File: src/rtl/message_encryptor.sv
// Streaming encryptor for the toy public-key cipher: latches a public key, then emits C = (Pt + Pk) mod P
// per plaintext char with ready/valid on both sides. Optional running checksum under ENC_CHECKSUM_EN.
module message_encryptor #(
  parameter int P       = 227,
  parameter int MAX_LEN = 32,
  parameter int CNT_W   = $clog2(MAX_LEN + 1)
) (
  input  logic             clk,
  input  logic             rst,
  input  logic [1:0]       mode,
  input  logic             pk_valid,
  input  logic [7:0]       public_key,
  input  logic             pt_valid,
  output logic             pt_ready,
  input  logic [7:0]       plaintext,
  output logic             ct_valid,
  input  logic             ct_ready,
  output logic [7:0]       ciphertext,
  output logic             ct_last,
  output logic             msg_done,
  output logic [CNT_W-1:0] char_count,
  output logic             err_invalid_pk,
`ifdef ENC_CHECKSUM_EN
  output logic [7:0]       checksum,
`endif
  output logic             err_invalid_pt
);

  typedef enum logic [1:0] {IDLE, RUN, DRAIN, DONE} state_t;

  state_t     state;
  logic [7:0] key;
  logic       enc_mode, out_free, pop, key_ok, pt_ok, at_max;
  logic [8:0] sum;
  logic [7:0] ct_next;

  assign enc_mode = (mode == 2'b10);
  assign out_free = !ct_valid || ct_ready;
  assign pop      = ct_valid && ct_ready;
  assign at_max   = (char_count == CNT_W'(MAX_LEN));
  assign key_ok   = (public_key != 8'h00) && ({1'b0, public_key} < 9'(P));
  assign pt_ok    = {1'b0, plaintext} < 9'(P);
  assign sum      = {1'b0, plaintext} + {1'b0, key};
  assign ct_next  = (sum >= 9'(P)) ? 8'(sum - 9'(P)) : sum[7:0];

  // pt_ready looks at ct_ready combinationally so a pop and a push can share one cycle.
  assign pt_ready = (state == RUN) && enc_mode && out_free && !at_max;

`ifdef ENC_CHECKSUM_EN
  logic [8:0] ck_sum;
  assign ck_sum = {1'b0, checksum} + {1'b0, ciphertext};
`endif

  // NOTE: all state here uses non-blocking assignments so every register samples pre-edge values.
  always_ff @(posedge clk or posedge rst) begin
    if (rst) begin
      state          <= IDLE;
      key            <= 8'h00;
      ct_valid       <= 1'b0;
      ciphertext     <= 8'h00;
      ct_last        <= 1'b0;
      msg_done       <= 1'b0;
      char_count     <= '0;
      err_invalid_pk <= 1'b0;
      err_invalid_pt <= 1'b0;
`ifdef ENC_CHECKSUM_EN
      checksum       <= 8'h00;
`endif
    end else begin
      msg_done       <= 1'b0;
      err_invalid_pk <= 1'b0;
      err_invalid_pt <= 1'b0;
      case (state)
        IDLE: begin
          if (enc_mode && pk_valid) begin
            if (key_ok) begin
              key        <= public_key;
              char_count <= '0;
              state      <= RUN;
`ifdef ENC_CHECKSUM_EN
              checksum   <= 8'h00;
`endif
            end else begin
              err_invalid_pk <= 1'b1;
            end
          end
        end
        RUN: begin
          if (!enc_mode) begin
            state      <= IDLE;
            ct_valid   <= 1'b0;
            ct_last    <= 1'b0;
            char_count <= '0;
          end else begin
            if (pop) begin
              ct_valid <= 1'b0;
`ifdef ENC_CHECKSUM_EN
              checksum <= (ck_sum >= 9'(P)) ? 8'(ck_sum - 9'(P)) : ck_sum[7:0];
`endif
            end
            // A full message closes itself with a terminator once the output slot frees up.
            if (at_max && out_free) begin
              ct_valid   <= 1'b1;
              ciphertext <= 8'h00;
              ct_last    <= 1'b1;
              state      <= DRAIN;
            end else if (pt_valid && pt_ready) begin
              if (plaintext == 8'h00) begin
                ct_valid   <= 1'b1;
                ciphertext <= 8'h00;
                ct_last    <= 1'b1;
                state      <= DRAIN;
              end else if (pt_ok) begin
                ct_valid   <= 1'b1;
                ciphertext <= ct_next;
                ct_last    <= 1'b0;
                char_count <= char_count + CNT_W'(1);
              end else begin
                err_invalid_pt <= 1'b1;
              end
            end
          end
        end
        DRAIN: begin
          if (!enc_mode) begin
            state      <= IDLE;
            ct_valid   <= 1'b0;
            ct_last    <= 1'b0;
            char_count <= '0;
          end else if (pop) begin
            ct_valid <= 1'b0;
            ct_last  <= 1'b0;
            msg_done <= 1'b1;
            state    <= DONE;
          end
        end
        DONE: state <= IDLE;
        default: state <= IDLE;
      endcase
    end
  end

endmodule
File: config.mk
export PLATFORM = sky130hd
export DESIGN_NAME = message_encryptor
export DESIGN_NICKNAME = d
export VERILOG_FILES = /design/src/rtl/message_encryptor.sv
export SDC_FILE = /design/constraint.sdc
export NUM_CORES = 1
export LEC_CHECK = 0
export CORE_MARGIN = 2
export CORE_UTILIZATION = 46
export CTS_CLUSTER_DIAMETER = 200
export CTS_CLUSTER_SIZE = 40
export DETAILED_ROUTE_END_ITERATION = 7
export GPL_ROUTABILITY_DRIVEN = 0
export MAX_ROUTING_LAYER = met4
export PLACE_DENSITY_LB_ADDON = 0.3
export SLEW_MARGIN = 20
export SYNTH_ARGS = -nofsm -noshare
export SYNTH_HDL_FRONTEND = slang
export SYNTH_SLANG_ARGS = --single-unit
File: constraint.sdc
create_clock -name clk -period 2.6 [get_ports clk]
set_input_delay 0.52 -clock clk [delete_from_list [all_inputs] [get_ports clk]]
set_output_delay 0.52 -clock clk [all_outputs]
set_load 0.05 [all_outputs]
Word level (Yosys, flattened, before mapping)
Index checks and enable logic that the tools add are counted.

word-level totals
  register bits = 29
  input bits = 23
  word-level logic and storage cells = 105

operators by class
  add/subtract/negate cells = 3
  $lt $le $gt $ge = 3
  eq/ne operators = 16
  multiplexer cells = 51
  reduce and logical (&&, ||, !) cells = 23

operators with widths
  kind                                                                                  number
  6-bit 2-to-1 mux                                                                      8
  8-bit 2-to-1 mux                                                                      5
  1-bit 2-to-1 mux                                                                      26
  6-bit case mux with 3 select lines                                                    1
  8-bit less-than comparator (second input constant)                                    2
  2-bit 2-to-1 mux                                                                      8
  3-bit inequality test (second input constant)                                         4
  8-bit by 8-bit adder with 9-bit output                                                1
  9-bit by 8-bit greater-or-equal comparator with 1-bit output (second input constant)  1
  1-bit logical AND                                                                     8
  8-bit zero test                                                                       1
  4-bit by 2-bit inequality test with 1-bit output (second input constant)              2
  2-bit case mux with 4 select lines                                                    1
  4-bit AND reduction                                                                   2
  8-bit AND reduction                                                                   1
  8-bit nonzero test                                                                    1
  8-bit subtractor (second input constant)                                              1
  6-bit by 1-bit adder with 6-bit output (second input constant)                        1
  2-bit equality test (second input constant)                                           3
  6-bit equality test (second input constant)                                           1
  2-bit inequality test (second input constant)                                         3
  3-bit nonzero test                                                                    2
  5-bit by 3-bit inequality test with 1-bit output (second input constant)              1
  5-bit AND reduction                                                                   1
  other kinds (8)                                                                       11

Longest topological paths before layout
Gate-level depths: netlist of the first run.

  depth in word-level cells = 9
  gate-level depth with buffers = 10

Worst setup path before layout of the first run
Ideal clock, no wire load.

  path type = register -> register
  from = register char_count[0]
  to = register char_count[4]
  arrival = 3.170 ns
  setup slack = -0.719 ns
  stages on the path, launching flop included = 10
  buffers on the path = 1
  clock period less this slack = 3.319 ns
  cells stage by stage = dfrtp_1 -> inv_1 -> ha_1 -> a211oi_1 -> nand3_1 -> nor2b_1 -> buf_2 -> a41oi_1 -> o21ai_0 -> o41ai_1

on the way
  elaborated cells on any way between the ends = 15
  those cells by class = add/sub: 1; eq/ne: 3; mux: 6; reduce/logical: 5

RTL lines
  what                                                        line  RTL
  from (decl)                                                 21    output logic [CNT_W-1:0] char_count,
  from (signal assigned)                                      117   char_count <= char_count + CNT_W'(1);
  6-bit equality test                                         40    assign at_max = (char_count == CNT_W'(MAX_LEN));
  1-bit zero test                                             47    assign pt_ready = (state == RUN) && enc_mode && out_free && !at_max;
  1-bit logical AND                                           47
  net pt_ready                                                14    output logic pt_ready,
  1-bit logical AND                                           107   end else if (pt_valid && pt_ready) begin
  3-bit by 2-bit inequality test with 1-bit output (no line)  -
  8-bit AND reduction (no line)                               -

The timed path passes the listed nets, and every way through them passes these cells. The select of a mux whose other input is x is not followed.
A chain may end at the register's enable or synchronous reset.

Final worst setup path of the first run
  from = input plaintext[4]
  to = register ciphertext[5]

on the way
  word-level cells in the longest chain between the ends = 7
  elaborated cells on any way between the ends = 12
  those cells by class = add/sub: 2; order compare: 2; mux: 5; reduce/logical: 3

RTL lines
  what                                                                                                     line  RTL
  from (decl)                                                                                              15    input logic [7:0] plaintext,
  8-bit by 8-bit adder with 9-bit output                                                                   43    assign sum = {1'b0, plaintext} + {1'b0, key};
  8-bit subtractor / 9-bit by 8-bit greater-or-equal comparator with 1-bit output (equally long branches)  44    assign ct_next = (sum >= 9'(P)) ? 8'(sum - 9'(P)) : sum[7:0];
  8-bit 2-to-1 mux                                                                                         44
  8-bit 2-to-1 mux                                                                                         113   end else if (pt_ok) begin
  8-bit 2-to-1 mux                                                                                         108   if (plaintext == 8'h00) begin
  8-bit 2-to-1 mux                                                                                         107
  8-bit 2-to-1 mux                                                                                         102   if (at_max && out_free) begin
  to (signal assigned)                                                                                     115   ciphertext <= ct_next;
  to (decl)                                                                                                18    output logic [7:0] ciphertext,

Parallel ways exist; a longest one is shown, timed or not. The select of a mux whose other input is x is not followed.

==> impl_metrics.env, run 1 <==
export IMPL_status="finished with violations"
export IMPL_violations="negative setup slack"
export IMPL_synthAdderAreaFrac_pct=9.54
export IMPL_syn_area_sq_um=2050
export IMPL_cts_tree="done"
export IMPL_drc_errors=0
export IMPL_antenna_found_initial=0
export IMPL_htree_levels=2
export IMPL_synthArstFlopShare_pct=100
export IMPL_muxShareOfSynthArea_pct=8.50
export IMPL_setup_viol=2
export IMPL_synth_seq_cells=29
export IMPL_numCtsBuffers=5
export IMPL_maxSlewViolCount=0
export IMPL_num_vias=2047
export IMPL_final_common_cell="buf_4"
export IMPL_fin_crit_sh_pct=101
export IMPL_synth_simple_area_share_pct=21.8
export IMPL_synth_fp_nets=258
export IMPL_clk_pin_slew_worst_paths_ns=0.06
export IMPL_final_cell_mix="buf_4 (45), clkdlybuf4s50_1 (38), dfrtp_1 (29)"
export IMPL_maxCapViolCount=0
export IMPL_clk_latency_ns=0.29
export IMPL_track_usage_pct=24.0
export IMPL_synthXorXnorAreaFrac_pct=2.57
export IMPL_yosys_warnings=0
export IMPL_fin_skew_ns=0.00756
export IMPL_rr_worst_depth=9
export IMPL_postRouteAntennaNets=0
export IMPL_ys_flop_type="dfrtp_1"
export IMPL_dieArea_sq_um=5000
export IMPL_root_buffer="clkbuf_8"
export IMPL_initial_core_util_pct=47.3
export IMPL_holdBufCountCts=0
export IMPL_dp_slack_ns=-0.667
export IMPL_overflow=0
export IMPL_antennaDiodeCount=0
export IMPL_path_class="in -> reg"
export IMPL_rows=24
export IMPL_area_growth_pct=48.6
export IMPL_rsz0062_at_grt="true"
export IMPL_synth_compound_area_share_pct=19.6
export IMPL_synth_seq_area_share_pct=35.5
export IMPL_io_pins=43
export IMPL_finalWirelength_mm=5.41
export IMPL_coreArea_sq_um=4320
export IMPL_postLayoutCoreUtil_pct=70.3
export IMPL_synth_edf_count=0
export IMPL_cp_max_fo=7
export IMPL_grt_max_degree=30
export IMPL_cp_required_ns=2.77
export IMPL_grt_pass1_wl_mm=9.30
export IMPL_fmax_mhz=381
export IMPL_die_w_um=70.7
export IMPL_vdd_drop_max_mv=0.515
export IMPL_worstSetupEndpointType="flip-flop"
export IMPL_synth_cell_types=54
export IMPL_hp_class="reg -> reg"
export IMPL_via_per_inst=5.67
export IMPL_drive_above_1_share_pct=27.2
export IMPL_maxSlewHeadroom_pct=66.2
export IMPL_cts_sinks=29
export IMPL_avgSynthCellArea_sq_um=9.30
export IMPL_clock_path_buffers=2
export IMPL_port_buffers=42
export IMPL_die_h_um=70.7
export IMPL_fin_nets=346
export IMPL_grt_pass1_vias=2077
export IMPL_dp_hpwl_mm=4.06
export IMPL_worst_setup_path_start_kind="input port"
export IMPL_setup_ws_ns=-0.0228
export IMPL_min_delay_path_depth=2
export IMPL_arrival_ns=2.79
export IMPL_drt_initial_drc_count=151
export IMPL_drt_wirelength_per_cell_um=15.0
export IMPL_power_density_nw_per_um2=1130
export IMPL_final_min_clock_period_ns=2.62
export IMPL_power_w=0.00344
export IMPL_power_leakage_nw=1.31
export IMPL_postSynthCellCount=220
export IMPL_tightestPinTransition_ns=0.505
export IMPL_synth_top_family_by_area="simple AND/OR/NAND/NOR gates"
export IMPL_final_fill_count=351
export IMPL_drtPass1Iterations=4
export IMPL_hold_violations=0
area by class of cell:
class | instances | area (sq um) | share of cell area (%)
clock buffer | 7 | 96.3 | 3.17
clock inverter | 1 | 5.00 | 0.165
inverter | 5 | 18.8 | 0.618
sequential | 29 | 726 | 23.9
tap | 52 | 65.1 | 2.14
timing repair buffer | 87 | 767 | 25.2
multi-input combinational | 180 | 1360 | 44.8
worst max-delay path: stages:
cell and delay [ns]:
clkdlybuf4s50_1 0.44, ha_1 0.32, nand2_1 0.11, or3b_1 0.36
a32oi_1 0.28, and2_4 0.22, a31o_4 0.22, nor3_2 0.05
a211o_1 0.27
power by group:
part | internal, W | switching, W | leakage (nW) | total, W
sequential | 0.000593 | 0.000100 | 0.376 | 0.000693
combinational | 0.00111 | 0.00121 | 0.883 | 0.00233
clock | 0.000239 | 0.000180 | 0.0542 | 0.000419
total | 0.00195 | 0.00149 | 1.31 | 0.00344
cell usage after synthesis, types with 3 or more instances:
| cell type | instances | share of area [%] |
|---|---|---|
| nor2b_1 | 5 | 1.5 |
| mux2_2 | 11 | 6.1 |
| o21ai_0 | 13 | 3.2 |
| nor3b_1 | 3 | 1.1 |
| a21oi_1 | 9 | 2.2 |
| o211ai_1 | 3 | 1.1 |
| buf_2 | 3 | 0.73 |
| xor2_1 | 4 | 1.7 |
| inv_1 | 5 | 0.92 |
| nand3_1 | 10 | 2.4 |
| ha_1 | 14 | 8.6 |
| dfrtp_1 | 29 | 35 |
| o21ai_1 | 3 | 0.73 |
| mux2i_1 | 5 | 2.4 |
| o31ai_1 | 4 | 1.5 |
| a32oi_1 | 3 | 1.3 |
| nand2_1 | 24 | 4.4 |
| nor2_1 | 17 | 3.1 |
| nor3_1 | 5 | 1.2 |
| nand2b_1 | 3 | 0.92 |
| a21o_1 | 3 | 1.1 |
| nand4_1 | 3 | 0.92 |
stage by stage:
| stage | TNS [ns] | instances | hold slack [ns] | instance area (sq um) |
|---|---|---|---|---|
| finish | -0.0294 | 361 | 0.488 | 3040 |
| global route | -0.249 | 361 | 0.520 | 3040 |
| CTS | 0 | 361 | 0.492 | 3020 |
| detailed placement | -6.43 | 352 | 0.479 | 2870 |
| global placement | -5.06 | 352 | 0.468 | 2870 |
| floorplan | -0.112 | 220 | 0.485 | 2070 |
cells by family (layout without fill, tap and decap cells):
kind of cell	Yosys count	in the layout
and+or+nand+nor	86	86
AOI/OAI and AO/OA	57	57
DFF	29	29
muxes	16	16
adders and majority gates	15	15
buffers and inverters	11	100
xor gates and xnor gates	6	6
state kept, by name, summed over array words and instances, names as in the netlist:
signal / count
err_invalid_pk: 1
msg_done: 1
ct_valid: 1
err_invalid_pt: 1
ct_last: 1
ciphertext: 8
key: 8
char_count: 6
state: 2
layer usage:
layer | share of wire, % | vias up | wire (um) | global-route usage (%)
met5 | 0 | - | 0 | -
met4 | 1.5 | 0 | 81 | 8.60
met3 | 4.3 | 8 | 232 | 5.41
met2 | 52 | 47 | 2830 | 41.3
met1 | 42 | 997 | 2260 | 27.4
li1 | - | 995 | - | -
worst paths after layout:
kind / slack, ns / end / startpoint
max: -0.02 / ciphertext[5] / plaintext[4]
min: 0.49 / ciphertext[7] / ciphertext[7]
max reg2reg: 0.09 / ciphertext[4] / key[0]
min reg2reg: 0.49 / ciphertext[7] / ciphertext[7]
max in group asynchronous: 1.72 / ciphertext[2] / rst
min in group asynchronous: 0.60 / state[0] / rst
repair_timing:
item / CTS / global route
endpoints found under the hold margin: 0 / 0
gates resized for setup: 13 / 6
setup buffers: 1 / 0
pin swaps: 6 / 8
endpoints found under the setup margin: 8 / 22
Power figures use the tool's default switching activity.
==> run 2, diff against run 1 <==
--- a/config.mk
+++ b/config.mk
@@ -6,7 +6,8 @@
 export NUM_CORES = 1
 export LEC_CHECK = 0
 export CORE_MARGIN = 2
-export CORE_UTILIZATION = 46
+export CORE_UTILIZATION = 48
+export CTS_BUF_LIST = sky130_fd_sc_hd__clkbuf_8
 export CTS_CLUSTER_DIAMETER = 200
 export CTS_CLUSTER_SIZE = 40
 export DETAILED_ROUTE_END_ITERATION = 7
==> run 2 against run 1 <==
The flow now finishes without violations; die area fell by 3.9%; global-route usage shrank 0.46 points; via count rose by 2.3%; combinational power hardly changed; first-iteration DRC count grew 36%; worst setup slack improved by 0.024 ns; sequential power hardly changed; total power shrank 1.0%; critical path depth unchanged; count of clock-buffer cells in the layout down 2; non-clock buffer count down 1; hold slack better by 0.0058 ns.
==> impl_metrics.env, run 2 (synthesis results as in run 1) <==
export IMPL_die_h_um=69.3
export IMPL_drtPass1Iterations=4
export IMPL_clock_path_buffers=2
export IMPL_largestRegisters="ciphertext (8), key (8), char_count (6)"
export IMPL_setup_ws_ns=0.00117
export IMPL_whs_ns=0.494
export IMPL_cts_tree="done"
export IMPL_dieArea_sq_um=4800
export IMPL_track_usage_pct=23.5
export IMPL_dp_slack_ns=-0.637
export IMPL_status="finished clean"
export IMPL_final_cells=358
export IMPL_htree_levels=2
export IMPL_overflow=0
export IMPL_rr_worst_depth=9
export IMPL_slowest_delay_ns=0.44
export IMPL_grt_max_degree=30
export IMPL_finalSetupTns_ns=0
export IMPL_via_per_inst=5.85
export IMPL_m1WireLength_mm=2.28
export IMPL_antennaDiodeCount=0
export IMPL_cp_required_ns=2.76
export IMPL_hold_violations=0
export IMPL_rows=23
export IMPL_final_min_clock_period_ns=2.60
export IMPL_min_delay_path_depth=1
export IMPL_die_w_um=69.3
export IMPL_num_vias=2095
export IMPL_hp_class="reg -> reg"
export IMPL_grt_pass1_vias=2011
export IMPL_tightestPinTransition_ns=0.547
export IMPL_clk_pin_slew_worst_paths_ns=0.06
export IMPL_fin_skew_ns=0.00387
export IMPL_fmax_mhz=385
export IMPL_final_cell_mix="buf_4 (44), clkdlybuf4s50_1 (38), dfrtp_1 (29)"
export IMPL_coreArea_sq_um=4060
export IMPL_drive_above_1_share_pct=25.6
export IMPL_initial_core_util_pct=50.4
export IMPL_drt_initial_drc_count=206
export IMPL_setup_viol=0
export IMPL_fin_crit_sh_pct=100
export IMPL_maxSlewViolCount=0
export IMPL_critPathSlowestCell="or4_4"
export IMPL_path_class="reg -> reg"
export IMPL_postRouteAntennaNets=0
export IMPL_finalWirelength_mm=5.55
export IMPL_root_buffer="clkbuf_8"
export IMPL_area_growth_pct=47.0
export IMPL_dp_cells=348
export IMPL_power_density_nw_per_um2=1130
export IMPL_crit_chain="ha_4 > fa_2 > a211oi_2 > nor2_1 > xor2_1 > or4_4 > a31o_4 > mux2i_1 > o21ai_1"
export IMPL_final_common_cell="buf_4"
export IMPL_worstSetupEndpointType="flip-flop"
export IMPL_drc_errors=0
export IMPL_dp_hpwl_mm=4.07
export IMPL_maxCapViolCount=0
export IMPL_worst_setup_path_start_kind="flip-flop"
export IMPL_maxSlewHeadroom_pct=63.1
export IMPL_power_leakage_nw=1.30
export IMPL_path_depth=9
export IMPL_cp_max_fo=7
export IMPL_numCtsBuffers=5
export IMPL_port_buffers=42
export IMPL_grt_pass1_wl_mm=9.10
export IMPL_drt_wirelength_per_cell_um=15.5
export IMPL_top_layer_used="met4"
export IMPL_fin_nets=345
export IMPL_vdd_drop_max_mv=0.626
export IMPL_io_pins=43
export IMPL_cp_num_buf_inv=0
export IMPL_arrival_ns=2.76
export IMPL_cts_sinks=29
export IMPL_clk_latency_ns=0.28
export IMPL_antenna_found_initial=0
export IMPL_critPathTopFamily="compound AO/OA/AOI/OAI gates"
export IMPL_rsz0062_at_grt="true"
export IMPL_wl_met3_um=241
export IMPL_met2_length_mm=2.90
[run 2: changes by cell type in the layout (fill, tap and decap cells not counted), sizes merged]
| cell | change |
|---|---|
| inv | +3 |
| buf | -1 |
| clkbuf | -1 |
| clkdlybuf4s15 | -1 |
| clkinv | -1 |
[run 2: repair_timing]
action / CTS / global route
gates resized for setup: 8 / 13
hold buffers: 0 / 0
pin swaps: 4 / 10
setup endpoints to repair: 8 / 10
setup buffers: 0 / 2
[run 2: layout make-up]
| type | instances | area [sq um] |
|---|---|---|
| multi-input cells | 180 | 1370 |
| fillers | 305 | 1050 |
| repair buffers | 86 | 753 |
| flip-flops and latches | 29 | 726 |
| clock buffers | 5 | 68.8 |
| well taps | 50 | 62.6 |
| inverters | 5 | 18.8 |
| clock inverters | 3 | 11.3 |
[run 2: layer usage]
metal,up-vias,global-route usage (%)
met1,1008,27.8
met3,19,4.36
met4,0,6.10
met2,71,41.2
met5,-,-
li1,997,-
[run 2: through the flow]
step	instance area [sq um]	utilization [%]	power [W]
floorplan	2070	-	0.00206
global placement	2850	70.2	0.00276
detailed placement	2850	70.2	0.00282
CTS	2950	72.8	0.00324
global route	3010	74.1	0.00363
finish	3010	74.1	0.00340
[run 2: report_power, final]
| group | internal [W] | switching, W | leakage [nW] |
|---|---|---|---|
| registers | 0.000594 | 0.000103 | 0.376 |
| logic | 0.00110 | 0.00126 | 0.877 |
| clock network | 0.000178 | 0.000165 | 0.0519 |
| total | 0.00188 | 0.00153 | 1.30 |
[run 2: worst paths after layout]
check | startpoint | to | slack (ns)
max in group asynchronous | rst | key[5] | 1.72
worst min-delay path | char_count[5] | char_count[5] | 0.49
worst min register to register | char_count[5] | char_count[5] | 0.49
worst max register to register | key[0] | ciphertext[4] | 0.001
min in group asynchronous | rst | state[0] | 0.61
worst max-delay path | key[0] | ciphertext[4] | 0.001
